<file path="config.mk">
export PLATFORM = sky130hd
export DESIGN_NAME = codec_cfg_scheduler
export DESIGN_NICKNAME = d
export VERILOG_FILES = /design/src/rtl/codec_cfg_pkg.sv /design/src/rtl/codec_cfg_rom.sv /design/src/rtl/codec_cfg_scheduler.sv
export SDC_FILE = /design/constraint.sdc
export NUM_CORES = 1
export LEC_CHECK = 0
export ABC_AREA = 0
export CORE_ASPECT_RATIO = 1.2
export CORE_MARGIN = 5
export CORE_UTILIZATION = 50
export DETAILED_ROUTE_END_ITERATION = 6
export PLACE_DENSITY = 0.85
export RECOVER_POWER = 100
export SLEW_MARGIN = 20
export SYNTH_ARGS = -nofsm -noshare
export SYNTH_HDL_FRONTEND = slang
export SYNTH_SLANG_ARGS = --single-unit
</file>
<file path="constraint.sdc">
create_clock -name i_clk -period 2.4 [get_ports i_clk]
set_clock_uncertainty 0.1 [all_clocks]
set_input_delay 0.24 -clock i_clk [delete_from_list [all_inputs] [get_ports i_clk]]
set_output_delay 0.24 -clock i_clk [all_outputs]
set_load 0.01 [all_outputs]
</file>
<file path="src/rtl/codec_cfg_pkg.sv">
// rtl/codec_cfg_pkg.sv - shared types, state encoding and init table for the codec config scheduler
package codec_cfg_pkg;

    localparam int INIT_ENTRIES = 7;
    localparam int IDX_W        = 3;

    typedef logic [23:0] cfg_word_t;
    typedef logic [15:0] cfg_entry_t;

    typedef enum logic [2:0] {
        ST_IDLE,
        ST_INIT_ISSUE,
        ST_INIT_WAIT,
        ST_RUN,
        ST_UPD_ISSUE,
        ST_UPD_WAIT,
        ST_ERROR
    } state_t;

    // Each entry is {reg_addr[6:0], reg_data[8:0]}
    localparam cfg_entry_t INIT_TABLE [INIT_ENTRIES] = '{
        {7'h0F, 9'h000},
        {7'h04, 9'h015},
        {7'h05, 9'h000},
        {7'h06, 9'h000},
        {7'h07, 9'h042},
        {7'h08, 9'h019},
        {7'h09, 9'h001}
    };

    function automatic cfg_word_t mk_word(input logic [7:0] dev, input cfg_entry_t entry);
        return {dev, entry};
    endfunction

endpackage

</file>
<file path="src/rtl/codec_cfg_rom.sv">
// rtl/codec_cfg_rom.sv - combinational lookup of the codec init table
module codec_cfg_rom
    import codec_cfg_pkg::*;
(
    input  logic [IDX_W-1:0] idx_i,
    output cfg_entry_t       entry_o
);

    always_comb begin
        entry_o = '0;
        if (idx_i < IDX_W'(INIT_ENTRIES)) begin
            entry_o = INIT_TABLE[idx_i];
        end
    end

endmodule

</file>
<file path="src/rtl/codec_cfg_scheduler.sv">
// rtl/codec_cfg_scheduler.sv - issues codec init table and runtime register writes as I2C frames
// Optional feature: define CODEC_CFG_RETRY_EN to retry NACKed frames up to RETRY_MAX times.
module codec_cfg_scheduler
    import codec_cfg_pkg::*;
#(
    parameter logic [7:0] DEV_ADDR  = 8'h34,
    parameter int          RETRY_MAX = 2
) (
    input  logic        i_clk,
    input  logic        i_rst_n,
    input  logic        i_start,
    input  logic        i_upd_valid,
    input  logic [6:0]  i_upd_addr,
    input  logic [8:0]  i_upd_data,
    output logic        o_upd_ready,
    output logic        o_tx_valid,
    output logic [23:0] o_tx_word,
    input  logic        i_tx_ready,
    input  logic        i_tx_done,
    input  logic        i_tx_nack,
    output logic        o_init_done,
    output logic        o_busy,
    output logic        o_err
);

`ifdef CODEC_CFG_RETRY_EN
    localparam bit RETRY_EN = 1'b1;
`else
    localparam bit RETRY_EN = 1'b0;
`endif
    localparam int RETRY_LIMIT = RETRY_EN ? RETRY_MAX : 0;

    state_t           state_q, state_d;
    logic [IDX_W-1:0] idx_q, idx_d;
    logic [7:0]       retry_q, retry_d;
    cfg_entry_t       upd_q, upd_d;
    logic             init_done_q, init_done_d;
    logic             err_q, err_d;
    cfg_entry_t       rom_entry;

    codec_cfg_rom u_rom (
        .idx_i   (idx_q),
        .entry_o (rom_entry)
    );

    always_ff @(posedge i_clk or negedge i_rst_n) begin
        if (!i_rst_n) begin
            state_q     <= ST_IDLE;
            idx_q       <= '0;
            retry_q     <= '0;
            upd_q       <= '0;
            init_done_q <= 1'b0;
            err_q       <= 1'b0;
        end else begin
            state_q     <= state_d;
            idx_q       <= idx_d;
            retry_q     <= retry_d;
            upd_q       <= upd_d;
            init_done_q <= init_done_d;
            err_q       <= err_d;
        end
    end

    always_comb begin
        state_d     = state_q;
        idx_d       = idx_q;
        retry_d     = retry_q;
        upd_d       = upd_q;
        init_done_d = init_done_q;
        err_d       = err_q;
        case (state_q)
            ST_IDLE, ST_ERROR, ST_RUN: begin
                if (i_start) begin
                    state_d     = ST_INIT_ISSUE;
                    idx_d       = '0;
                    retry_d     = '0;
                    err_d       = 1'b0;
                    init_done_d = 1'b0;
                end else if (state_q == ST_RUN && i_upd_valid) begin
                    state_d = ST_UPD_ISSUE;
                    upd_d   = {i_upd_addr, i_upd_data};
                    retry_d = '0;
                end
            end
            ST_INIT_ISSUE: if (i_tx_ready) state_d = ST_INIT_WAIT;
            ST_UPD_ISSUE:  if (i_tx_ready) state_d = ST_UPD_WAIT;
            ST_INIT_WAIT, ST_UPD_WAIT: begin
                if (i_tx_done && i_tx_nack) begin
                    // Retry the same frame while budget remains; the ROM index / holding register are unchanged
                    if (retry_q < 8'(RETRY_LIMIT)) begin
                        retry_d = retry_q + 8'd1;
                        state_d = (state_q == ST_INIT_WAIT) ? ST_INIT_ISSUE : ST_UPD_ISSUE;
                    end else begin
                        state_d = ST_ERROR;
                        err_d   = 1'b1;
                    end
                end else if (i_tx_done) begin
                    retry_d = '0;
                    if (state_q == ST_UPD_WAIT) begin
                        state_d = ST_RUN;
                    end else if (idx_q == IDX_W'(INIT_ENTRIES - 1)) begin
                        state_d     = ST_RUN;
                        init_done_d = 1'b1;
                    end else begin
                        state_d = ST_INIT_ISSUE;
                        idx_d   = idx_q + 1'b1;
                    end
                end
            end
            default: state_d = ST_IDLE;
        endcase
    end

    always_comb begin
        o_tx_valid  = 1'b0;
        o_tx_word   = '0;
        o_upd_ready = 1'b0;
        o_busy      = 1'b0;
        case (state_q)
            ST_INIT_ISSUE: begin
                o_tx_valid = 1'b1;
                o_tx_word  = mk_word(DEV_ADDR, rom_entry);
                o_busy     = 1'b1;
            end
            ST_UPD_ISSUE: begin
                o_tx_valid = 1'b1;
                o_tx_word  = mk_word(DEV_ADDR, upd_q);
                o_busy     = 1'b1;
            end
            ST_INIT_WAIT, ST_UPD_WAIT: o_busy = 1'b1;
            // A simultaneous restart wins, so the update is not acknowledged
            ST_RUN: o_upd_ready = !i_start;
            default: ;
        endcase
    end

    assign o_init_done = init_done_q;
    assign o_err       = err_q;

endmodule

</file>
==> metrics.md <==
| Metric | Value |
|---|---|
| CTS tree | yes |
| Critical path class | register to primary output |
| # diodes | 0 |
| Starting Density | 0.513 |
| First-pass GRT wire length | 6.56 mm |
| Clock sink count | 24 |
| Layout cells sized above 1 | 0.146 |
| Distinct cells, synth | 43 |
| Drt wl/cell | 16.2 um |
| Fmax | 435 MHz |
| Routed wire length | 4.04 mm |
| Gr usage total | 0.173 |
| Placement Cell Area | around 0.0021 mm2 |
| Peak VDD IR | 0.737 mV |
| Largest net degree at the start of global routing | 25 |
| Drt first-iter violations | 92 |
| Maxcap violations | 0 |
| Post-Syn Instances | ~170 |
| Vias per std cell | 5.82 |
| P&R area growth vs syn | 29.5% |
| Hold Path Class | register to register |
| CTS Buffer Depth | 2 |
| Fin. max-slew vios | 0 |
| Min Tclk post-route | 2.30 ns |
| Met3 global-route usage | 0.0291 |
| Met2 Track Usage GR | 0.316 |
| Grt met1 use | 0.200 |
| Post-route ant nets | 0 |
| Most frequent cells in the layout | clkdlybuf4s50_1, dfrtp_1, nand2_1 |
| Post-route design area | 0.00218 mm2 |
| Crit path max fanout | 7 |
| Cell Area, Synth | 0.00168 mm2 |
| FP Rows | 23 |
| Leading cell type in the layout, fill and taps excluded | clkdlybuf4s50_1 |
| Flop2flop setup slack | 0.40 ns |
| Pleak | 1.04 nW |
| WP data required | 2.06 ns |
| DRT Pass-1 Iters | 4 |
| #FFs+latches synth | 24 |
| Final hold vios | 0 |
| GR Overflow Total | 0 |
| Count of final setup violators | 0 |
| Die area | around 0.0046 mm2 |
| Worst-margin pin slew | 1.28 ns |
| Slew headroom | 0.146 |
| CP startpoint kind | register |
| GRT busiest layer | met2 |
| Ys flop type | dfrtp_1 |
| Die W | 62.9 um |
| Yosys Warn Count | 0 |
| Overall Power | around 2.3 mW |
| Vias in the first global route | 1,492 |
| Vias | 1,456 |
| PortBufs | 46 |
| Die Span Y | ~74 um |
| Register area share after synthesis | 0.357 |
| Syn Area/Cell | between 9 and 10 um2 |
| Critical path endpoint category | primary output |
| Residual DRC count | 0 |
| Clk slew on worst S/H paths | 0.08 ns |
| Ports | 52 |
| CP arrival | 1.96 ns |
| Root Buffer | clkbuf_8 |
| Final period util | 0.959 |
| Nets | 244 |
| Cts bufs inserted | 3 |
| H-Tree Depth | 1 |
| Clk Latency, worst-skew pair | 0.26 ns |
| Initial antenna violation count | 0 |
| Outcome | finished clean |
| Core area | 0.00328 mm2 |
| EDFF count, synth | 0 |
| HPWL Detailed | 2.92 mm |
| PD cells | 1040 mW/mm2 |
| Placer Congestion | 0.901 |
| FFs w/ async S/R, synth | 1.00 |
-- Yosys cell counts, types with 3 or more instances --
cell	number	area share
o21ai_0	9	0.027
ha_1	6	0.045
clkbuf_1	4	0.0089
nor2_1	7	0.016
inv_1	4	0.0089
a32o_1	4	0.024
mux2_4	10	0.089
nand2b_1	8	0.030
nand2_1	14	0.031
buf_4	8	0.036
a21oi_1	6	0.018
mux2_2	6	0.040
and3_1	6	0.022
buf_2	6	0.018
dfrtp_1	24	0.36
nand3_1	8	0.024
a22o_1	5	0.026
nor2b_1	3	0.011
-- through the flow --
stage               setup slack (ns)  instances  setup TNS (ns)  utilization  hold slack (ns)
detailed placement             0.298        246               0        0.652            0.395
global route                -0.00371        250        -0.00603        0.664            0.420
finish                        0.0993        250               0        0.664            0.393
CTS                           0.0115        249               0        0.666            0.245
floorplan                      0.729        175               0            -           -0.156
global placement               0.319        246               0        0.652            0.383
-- worst paths after layout --
path	from	end	depth (start not counted)
worst max-delay path	idx_q[0]$_DFFE_PN0P_	o_tx_word[9]	6
worst min-delay path	upd_q[8]$_DFFE_PN0P_	upd_q[8]$_DFFE_PN0P_	1
max in group asynchronous	i_rst_n	idx_q[1]$_DFFE_PN0P_	2
worst min register to register	upd_q[8]$_DFFE_PN0P_	upd_q[8]$_DFFE_PN0P_	1
min in group asynchronous	i_rst_n	o_init_done$_DFFE_PN0P_	2
worst max register to register	state_q[0]$_DFFE_PN0P_	upd_q[3]$_DFFE_PN0P_	5
-- registers in the layout, summed over array words and instances, names as in the netlist --
signal       count
idx_q            3
o_err            1
o_init_done      1
state_q          3
upd_q           16
-- routing by layer --
layer	share of wire	up-vias	wire, um
li1	-	696	-
met1	0.41	695	1670
met2	0.51	55	2060
met3	0.053	10	214
met4	0.024	0	99
met5	0	-	0
-- where the power goes --
| group | total (mW) | leakage [nW] | internal [mW] | switching, mW |
|---|---|---|---|---|
| registers | 0.722 | 0.302 | 0.565 | 0.157 |
| logic | 1.32 | 0.712 | 0.718 | 0.600 |
| clock network | 0.235 | 0.0216 | 0.112 | 0.123 |
-- worst max-delay path: stages (launching register included) --
cell	delay, ns
dfrtp_2	0.47
inv_4	0.08
ha_1	0.22
nor3_1	0.18
a21oi_1	0.06
a22o_1	0.21
clkdlybuf4s50_1	0.47
-- layout make-up --
class | instances | area (um2)
multi-input combinational | 128 | 933
tap | 37 | 46.3
timing repair buffer | 54 | 532
inverter | 4 | 20.0
fill | 249 | 1100
clock buffer | 3 | 41.3
sequential | 24 | 606
-- timing repair --
| action | 4_1_cts | 5_1_grt |
|---|---|---|
| hold endpoints to repair | 0 | 0 |
| resized for setup | 5 | 12 |
| endpoints found under the setup margin | 5 | 10 |
| buffers inserted | 0 | 1 |
| hold buffers | 0 | 0 |
-- cell families after synthesis --
kind of cell | synth area share
buf+inv | 0.0781
fa+ha+maj | 0.0446
simple gates | 0.182
other cells | 0.00223
compound gates | 0.190
xor+xnor | 0.0104
flops | 0.357
mux | 0.135
Power figures use the tool's default switching activity.
